## src/rtl/shifter_arbiter_2req.sv

```systemverilog
// shifter_arbiter_2req: two-requester round-robin arbiter sharing a 16-bit left barrel shifter
module barrelShifterLeft (
  input  logic [15:0] data,
  input  logic [3:0]  mag,
  output logic [15:0] result
);
  logic [15:0] s [5];
  assign s[0] = data;
  for (genvar g = 0; g < 4; g++) begin : g_stage
    assign s[g+1] = mag[g] ? s[g] << (1 << g) : s[g];
  end
  assign result = s[4];
endmodule

module shifter_arbiter_2req #(
  parameter int CNT_W = 8
) (
  input  logic             clk,
  input  logic             reset,
  input  logic             req0_valid,
  input  logic [15:0]      req0_data,
  input  logic [3:0]       req0_mag,
  output logic             req0_ready,
  input  logic             req1_valid,
  input  logic [15:0]      req1_data,
  input  logic [3:0]       req1_mag,
  output logic             req1_ready,
  output logic             rsp_valid,
  output logic [15:0]      rsp_data,
  output logic             rsp_id,
  input  logic             rsp_ready,
  output logic [CNT_W-1:0] gnt_cnt0,
  output logic [CNT_W-1:0] gnt_cnt1
);
  logic        last_grant;
  logic        can_accept;
  logic        grant;
  logic        accept;
  logic [15:0] shifted;
  always_comb begin
    can_accept = ~reset & (~rsp_valid | rsp_ready);
    grant      = (req0_valid & req1_valid) ? ~last_grant : req1_valid;
    req0_ready = can_accept & req0_valid & ~grant;
    req1_ready = can_accept & req1_valid & grant;
    accept     = req0_ready | req1_ready;
  end
  barrelShifterLeft u_shift (
    .data   (grant ? req1_data : req0_data),
    .mag    (grant ? req1_mag : req0_mag),
    .result (shifted)
  );
  always_ff @(posedge clk) begin
    if (reset) begin
      rsp_valid  <= 1'b0;
      rsp_data   <= '0;
      rsp_id     <= 1'b0;
      last_grant <= 1'b1;
      gnt_cnt0   <= '0;
      gnt_cnt1   <= '0;
    end else begin
      if (accept) begin
        rsp_valid  <= 1'b1;
        rsp_data   <= shifted;
        rsp_id     <= grant;
        last_grant <= grant;
      end else if (rsp_ready) begin
        rsp_valid <= 1'b0;
      end
      if (req0_ready) gnt_cnt0 <= gnt_cnt0 + CNT_W'(~&gnt_cnt0);
      if (req1_ready) gnt_cnt1 <= gnt_cnt1 + CNT_W'(~&gnt_cnt1);
    end
  end
endmodule

```

## config.mk

```make
export PLATFORM = sky130hd
export DESIGN_NAME = shifter_arbiter_2req
export DESIGN_NICKNAME = d
export VERILOG_FILES = /design/src/rtl/shifter_arbiter_2req.sv
export SDC_FILE = /design/constraint.sdc
export NUM_CORES = 1
export LEC_CHECK = 0
export ABC_CLOCK_PERIOD_IN_PS = 2600
export CORE_ASPECT_RATIO = 0.5
export CORE_MARGIN = 4
export CORE_UTILIZATION = 28
export DETAILED_ROUTE_END_ITERATION = 16
export PLACE_DENSITY_LB_ADDON = 0.1
export SLEW_MARGIN = 5
export SYNTH_ARGS = -nofsm -noshare
export SYNTH_HDL_FRONTEND = slang
export SYNTH_SLANG_ARGS = --single-unit
```

## constraint.sdc

```tcl
create_clock -name clk -period 2.6 [get_ports clk]
set_input_delay 0.26 -clock clk [delete_from_list [all_inputs] [get_ports clk]]
set_output_delay 0.26 -clock clk [all_outputs]
set_load 0.02 [all_outputs]
```

==> load_flow_metrics.sql, run 1 <==
INSERT INTO impl_metrics (metric_group, metric, value, unit) VALUES
('placed_design', 'detailedPlacementHpwl', '5990', 'um'),
('power', 'cellPowerDensity', '454', 'nW/um2'),
('global_route', 'grt_pass1_vias', '2359', ''),
('power', 'p_comb_share', '30.5', '%'),
('clock_network', 'tritoncts.num_buffers', '5', ''),
('logic_synthesis', 'postSynth.topFlopCell', 'sky130_fd_sc_hd__dfxtp_1', ''),
('sta', 'min_period', '2190', 'ps'),
('sta', 'fmaxAchievable', '458', 'MHz'),
('layout', 'area.sequential', '701', 'um2'),
('worst_setup_path', 'worst_setup_path_start_kind', 'input port', ''),
('logic_synthesis', 'most_frequent_cells_after_synthesis', '44 x sky130_fd_sc_hd__mux2i_1, 35 x sky130_fd_sc_hd__dfxtp_1, 34 x sky130_fd_sc_hd__nand2_1', ''),
('placed_design', 'io_buffer_count', '80', ''),
('logic_synthesis', 'synth-seq-area-share', '28.3', '%'),
('logic_synthesis', 'syn-num-nets', '333', ''),
('floorplanning', 'chipHeight', '74.4', 'um'),
('clock_network', 'worst_skew_pair_latency', '270', 'ps'),
('worst_setup_path', 'max_stage_delay', '600', 'ps'),
('sta', 'period_share', '84.0', '%'),
('clock_network', 'cts.clk_slew.worst_paths', '50', 'ps'),
('logic_synthesis', 'yosysMostFrequentCell', 'sky130_fd_sc_hd__mux2i_1', ''),
('layout', 'insertedDiodeCount', '0', ''),
('floorplanning', 'i_o_pin_count', '81', ''),
('sta', 'timing.final.hold_violations', '0', ''),
('clock_network', 'post_cts.repair.setup_buffers', '0', ''),
('floorplanning', 'core-area', '8290', 'um2'),
('global_route', 'initial_antenna_violation_count', '0', ''),
('clock_network', 'cts_tree', 'built', ''),
('power', 'seq_power_share', '35.9', '%'),
('worst_setup_path', 'worstPathRequired', '2740', 'ps'),
('worst_hold_path', 'hp-class', 'register to register', ''),
('worst_setup_path', 'worstPathCellList', 'clkdlybuf4s50_1 -> a21bo_4 -> buf_4 -> a221oi_1 -> o22ai_1 -> buf_4 -> nor2_1 -> a21oi_1 -> o21ai_0', ''),
('global_route', 'pin_count_of_the_biggest_net_entering_global_routing', '33', ''),
('logic_synthesis', 'postSynthCellCount', '284', ''),
('power', 'netSwitchingPower', '469', 'uW'),
('worst_setup_path', 'worstSetupEndpointType', 'register', ''),
('logic_synthesis', 'synth.top_cells.by_area', 'sky130_fd_sc_hd__dfxtp_1 28%, sky130_fd_sc_hd__mux2i_1 18%, sky130_fd_sc_hd__nand2_1 5.2%, sky130_fd_sc_hd__mux4_2 4.6%, sky130_fd_sc_hd__nor2_1 4.3%', ''),
('flow_run', 'cap_viol_max_count', '0', ''),
('worst_setup_path', 'worst-setup-path-type', 'input port to register', ''),
('power', 'vdd_ir_drop_max', '0.248', 'mV'),
('layout', 'nets', '420', ''),
('global_route', 'grt_remaining_overflow', '0', ''),
('worst_setup_path', 'critical-path-top-cell-by-count', 'sky130_fd_sc_hd__buf_4', ''),
('logic_synthesis', 'ys_types', '46', ''),
('logic_synthesis', 'cell_area_after_technology_mapping', '2470', 'um2'),
('routing', 'routed_wirelength', '7580', 'um'),
('placed_design', 'routability_congestion', '0.809', ''),
('routing', 'route.detailed.drc', '0', ''),
('routing', 'post_drt_wl_per_cell', '15.7', 'um'),
('power', 'clock_network_fraction_of_design_power', '33.6', '%'),
('layout', 'multi_input_comb_area', '1670', 'um2'),
('power', 'power.switching_fraction', '28.9', '%'),
('logic_synthesis', 'ys_ff_latch', '35', ''),
('worst_setup_path', 'crit_arrival', '2330', 'ps'),
('floorplanning', 'initial_utilization', '29.8', '%'),
('sta', 'finalClockSkew', '3.14', 'ps'),
('sta', 'slew_headroom', '71.0', '%'),
('worst_setup_path', 'top_fanout_value_on_the_critical_path', '20', ''),
('clock_network', 'post_cts_resized', '0', ''),
('outcome', 'outcome', 'finished clean', ''),
('floorplanning', 'floorplan.die_area', '10500', 'um2'),
('placed_design', 'post-place-ws', '162', 'ps'),
('layout', 'drive_above_1_share', '10.0', '%'),
('routing', 'vias_per_cell', '4.99', ''),
('floorplanning', 'die_w', '141', 'um'),
('sta', 'rsz0062_at_grt', 'false', ''),
('clock_network', 'maximum_number_of_buffers_from_clock_root_to_sink', '2', ''),
('sta', 'worst_slack', '415', 'ps'),
('global_route', 'first_pass_grt_wire_length', '12200', 'um'),
('logic_synthesis', 'synth_top_cell_by_area', 'sky130_fd_sc_hd__dfxtp_1', ''),
('routing', 'first_iter_violations', '58', ''),
('logic_synthesis', 'syn_area_per_cell', '8.71', 'um2');
[cells in the final DEF, fill, tap and decap left out, types with 9 or more instances in the layout]
cell type,synthesis,routed
sky130_fd_sc_hd__clkdlybuf4s50_1,0,80
sky130_fd_sc_hd__xor2_1,9,9
sky130_fd_sc_hd__buf_4,1,18
sky130_fd_sc_hd__o21ai_0,9,9
sky130_fd_sc_hd__mux2i_1,44,44
sky130_fd_sc_hd__nand2_1,34,34
sky130_fd_sc_hd__nor2_1,28,28
sky130_fd_sc_hd__dfxtp_1,35,35
sky130_fd_sc_hd__a22oi_1,9,9
sky130_fd_sc_hd__a21oi_1,15,15
[worst max-delay path: cells and delay by family]
family                 cells  cell delay, ps
AO/OA/AOI/OAI              5             930
AND/OR/NAND/NOR            1              40
buffers and inverters      3            1090
[per-layer routing]
layer  track usage (%)  up-vias  share of wire (%)
li1                  -     1216                  -
met5                 0        -                  0
met3              3.66        5                5.8
met2              22.8       59                 43
met1              20.2     1124                 50
met4              3.54        0               0.83
[through the flow]
stage	total power (uW)	std cells	area (um2)	util, %
final	1620	482	3570	43.1
after global routing	1710	482	3570	43.1
after CTS	1640	482	3570	43.1
after detailed placement	1090	476	3440	41.6
after global placement	1090	476	3440	41.6
after floorplan	877	284	2470	-
[power by group through the flow]
| stage | registers [uW] | clock network (uW) | logic [uW] |
|---|---|---|---|
| after CTS | 583 | 561 | 497 |
| after global routing | 586 | 580 | 539 |
| after detailed placement | 594 | 0 | 493 |
| final | 583 | 544 | 494 |
| after floorplan | 620 | 0 | 257 |
| after global placement | 595 | 0 | 491 |
[cell type report]
| cell class | count | area share, % |
|---|---|---|
| repair buffers | 98 | 26.2 |
| clock buffers | 6 | 3.61 |
| well taps | 112 | 3.92 |
| flip-flops and latches | 35 | 19.6 |
| multi-input cells | 231 | 46.7 |
[sequential cells by signal, indices dropped and copies added (netlist names)]
signal	flops
rsp_valid	1
rsp_data	16
gnt_cnt1	8
rsp_id	1
gnt_cnt0	8
last_grant	1
[cell families after synthesis]
logic type	synth area share, %
compound gates	16.0
xor+xnor	3.54
mux	23.7
flops	28.3
simple gates	22.1
fa+ha+maj	2.02
buf+inv	4.20
[final timing paths]
path | from | end | slack (ps) | cells after the start
worst min-delay path | rsp_data[4] | rsp_data[4] | 460 | 2
worst max-delay path | req0_valid | rsp_data[6] | 410 | 9
worst max register to register | last_grant | rsp_data[6] | 610 | 8
worst min register to register | rsp_data[4] | rsp_data[4] | 460 | 2
(Power assumes the default switching activity.)
==> run 2: changes to the inputs <==
Settings changed: ABC_CLOCK_PERIOD_IN_PS 2600 to 1960.
Clock period 2.6 ns to 1.96 ns, I/O delays scaled along.
==> run 2 against run 1 <==
Clock-buffer cell count stayed put. Sequential power is 33% higher. Total power is 42% higher. Hold slack worse by 1.9 ps. Combinational power is 53% higher. Clock skew is 0.83 ps higher. Worst setup slack worse by 340 ps. First-iteration DRC count is 71% higher. Critical path depth is 2 lower. Global-route usage is 0.99 points higher. Utilization is 4.7 points higher. Clock power is 42% higher.
==> load_flow_metrics.sql, run 2 (synthesis gave the netlist of run 1 again) <==
INSERT INTO impl_metrics (metric_group, metric, value, unit) VALUES
('routing', 'vias_per_cell', '5.01', ''),
('worst_setup_path', 'r2r-end', 'rsp_data[14]', ''),
('layout', 'multi_input_comb_area', '1700', 'um2'),
('layout', 'area.growth.synth_to_final', '60.3', '%'),
('clock_network', 'maximum_number_of_buffers_from_clock_root_to_sink', '2', ''),
('worst_setup_path', 'critical-path-top-cell-by-count', 'sky130_fd_sc_hd__a21oi_1', ''),
('floorplanning', 'i_o_pin_count', '81', ''),
('worst_setup_path', 'max_stage_delay', '650', 'ps'),
('routing', 'firstDrtPassIters', '4', ''),
('layout', 'area.sequential', '706', 'um2'),
('sta', 'holdWs', '455', 'ps'),
('sta', 'min_period', '1880', 'ps'),
('placed_design', 'io_buffer_count', '80', ''),
('worst_setup_path', 'cpLargestDelayFamily', 'buffers and inverters', ''),
('worst_setup_path', 'top_fanout_value_on_the_critical_path', '6', ''),
('worst_setup_path', 'levels_on_crit_path', '7', ''),
('floorplanning', 'initial_utilization', '29.8', '%'),
('layout', 'drive_above_1_share', '22.8', '%'),
('sta', 'finalClockSkew', '3.97', 'ps'),
('worst_setup_path', 'cpMaxStageDelayCell', 'sky130_fd_sc_hd__clkdlybuf4s50_1', ''),
('floorplanning', 'chipHeight', '74.4', 'um'),
('layout', 'insertedDiodeCount', '0', ''),
('worst_setup_path', 'setup.worst_path.start', 'req0_mag[1]', ''),
('worst_setup_path', 'worst-setup-path-type', 'input port to register', ''),
('worst_setup_path', 'timing.reg2reg.worst_path_depth', '8', ''),
('worst_setup_path', 'crit_arrival', '2040', 'ps'),
('routing', 'via_count', '2645', ''),
('clock_network', 'hold_buffers', '0', ''),
('clock_network', 'clock-sinks', '35', ''),
('sta', 'totalNegativeSetupSlack', '0', 'ps'),
('floorplanning', 'floorplan.die_area', '10500', 'um2'),
('floorplanning', 'core.rowCount', '23', ''),
('worst_setup_path', 'startpoint_of_the_lowest_slack_register_to_register_path', 'last_grant', ''),
('clock_network', 'tritoncts.num_buffers', '5', ''),
('routing', 'first_iter_violations', '99', ''),
('power', 'power.leakage', '0.00166', 'uW'),
('global_route', 'initial_antenna_violation_count', '0', ''),
('worst_setup_path', 'worst_setup_path_start_kind', 'input port', ''),
('worst_setup_path', 'worst-path-buf-inv', '2', ''),
('layout', 'layout.cells.most_common_list', '74 x sky130_fd_sc_hd__clkdlybuf4s50_1, 63 x sky130_fd_sc_hd__buf_4, 41 x sky130_fd_sc_hd__mux2i_1', ''),
('placed_design', 'detailedPlacementHpwl', '6520', 'um'),
('worst_hold_path', 'hp-class', 'register to register', ''),
('worst_setup_path', 'critical_path.endpoint', 'rsp_data[15]', ''),
('power', 'cellPowerDensity', '581', 'nW/um2'),
('sta', 'timing.final.hold_violations', '0', ''),
('clock_network', 'clock_tree.htree_level_count', '2', ''),
('global_route', 'grt_remaining_overflow', '0', ''),
('routing', 'route.detailed.drc', '0', ''),
('worst_setup_path', 'reg2reg_setup_slack', '120', 'ps'),
('worst_setup_path', 'worstSetupEndpointType', 'register', ''),
('floorplanning', 'die_w', '141', 'um'),
('routing', 'drt.antenna.violating_nets', '0', ''),
('flow_run', 'cap_viol_max_count', '0', ''),
('clock_network', 'clock-root-buffer', 'sky130_fd_sc_hd__clkbuf_16', ''),
('global_route', 'first_pass_grt_wire_length', '13200', 'um'),
('placed_design', 'routability_congestion', '0.820', ''),
('worst_setup_path', 'worstPathRequired', '2110', 'ps'),
('global_route', 'pin_count_of_the_biggest_net_entering_global_routing', '19', ''),
('layout', 'reg_with_most_ffs', 'rsp_data', ''),
('global_route', 'grt_pass1_vias', '2637', ''),
('outcome', 'outcome', 'finished clean', ''),
('layout', 'final_cell_count_no_fill', '528', ''),
('sta', 'final-max-slew-violation-count', '0', ''),
('sta', 'tightest_slew', '372', 'ps'),
('sta', 'setup_violations', '0', ''),
('clock_network', 'cts.clk_slew.worst_paths', '50', 'ps'),
('sta', 'slew_headroom', '74.5', '%'),
('routing', 'routed_wirelength', '8160', 'um'),
('layout', 'layout_commonest_cell', 'sky130_fd_sc_hd__clkdlybuf4s50_1', ''),
('global_route', 'global_route.usage.total', '15.5', '%'),
('floorplanning', 'core-area', '8290', 'um2'),
('power', 'vdd_ir_drop_max', '0.328', 'mV'),
('layout', 'filler_cell_count', '781', ''),
('layout', 'largest_register_ff_count', '16', ''),
('clock_network', 'cts_tree', 'built', ''),
('sta', 'fmaxAchievable', '531', 'MHz'),
('placed_design', 'post_placement_cell_count', '521', ''),
('layout', 'biggestRegsByFlops', 'rsp_data: 16 flops, gnt_cnt0: 8 flops, gnt_cnt1: 8 flops', ''),
('sta', 'period_share', '96.1', '%'),
('clock_network', 'worst_skew_pair_latency', '280', 'ps'),
('routing', 'post_drt_wl_per_cell', '15.5', 'um'),
('layout', 'nets', '465', ''),
('sta', 'rsz0062_at_grt', 'false', ''),
('worst_setup_path', 'worstPathCellList', 'clkdlybuf4s50_1 -> buf_4 -> mux4_2 -> mux2i_1 -> a21oi_1 -> a22oi_1 -> a21oi_1', '');
-- run 2: area by class of cell --
type / instances / area share [%]
Multi-Input combinational cell: 231 / 43.0
Timing Repair Buffer: 143 / 32.0
Sequential cell: 35 / 17.8
Tap cell: 112 / 3.54
Clock buffer: 6 / 3.50
Clock inverter: 1 / 0.126
-- run 2: through the flow --
step / cell area [um2] / total power (uW) / setup slack (ps) / utilization [%]
finish: 3960 / 2300 / 75.5 / 47.8
global route: 3960 / 2430 / 2.64 / 47.8
CTS: 3940 / 2320 / 11.6 / 47.5
detailed placement: 3780 / 1530 / -311 / 45.6
global placement: 3780 / 1530 / -291 / 45.6
floorplan: 2470 / 1160 / 54.8 / -
-- run 2: worst min path at each step --
stage | end | slack (ps) | from | cells after the start
6_report | rsp_data[4] | 450 | rsp_data[4] | 2
4_1_cts | rsp_data[4] | 470 | rsp_data[4] | 2
3_5_place_dp | rsp_data[4] | 450 | rsp_data[4] | 2
2_1_floorplan | rsp_valid | 370 | req0_valid | 2
5_1_grt | rsp_data[4] | 490 | rsp_data[4] | 2
3_3_place_gp | rsp_data[4] | 440 | rsp_data[4] | 2
-- run 2: tightest hold or removal path: stages, from the launching register on --
cell	delay, ps
sky130_fd_sc_hd__dfxtp_1	320
sky130_fd_sc_hd__nand2_1	40
sky130_fd_sc_hd__o21ai_0	60
-- run 2: power by group --
part | total, uW | internal [uW] | leakage [uW] | switching [uW]
clock | 771 | 495 | 0.0000727 | 275
sequential | 775 | 747 | 0.000286 | 27.8
combinational | 756 | 399 | 0.00130 | 357
-- run 2: repair_timing --
item                                    CTS  global route
gates cloned                              0             0
buffers inserted                          0             0
resized for setup                         9             8
pin swaps                                 0             1
endpoints found under the setup margin    6            11
-- run 2: per-layer routing --
metal  part of all wire, %  global-route usage [%]  vias to the layer above
li1                      -                       -                     1310
met1                    48                    21.0                     1249
met2                    45                    25.4                       77
met3                   5.9                    2.83                        9
met4                   1.3                    4.94                        0
met5                     0                       0                        -
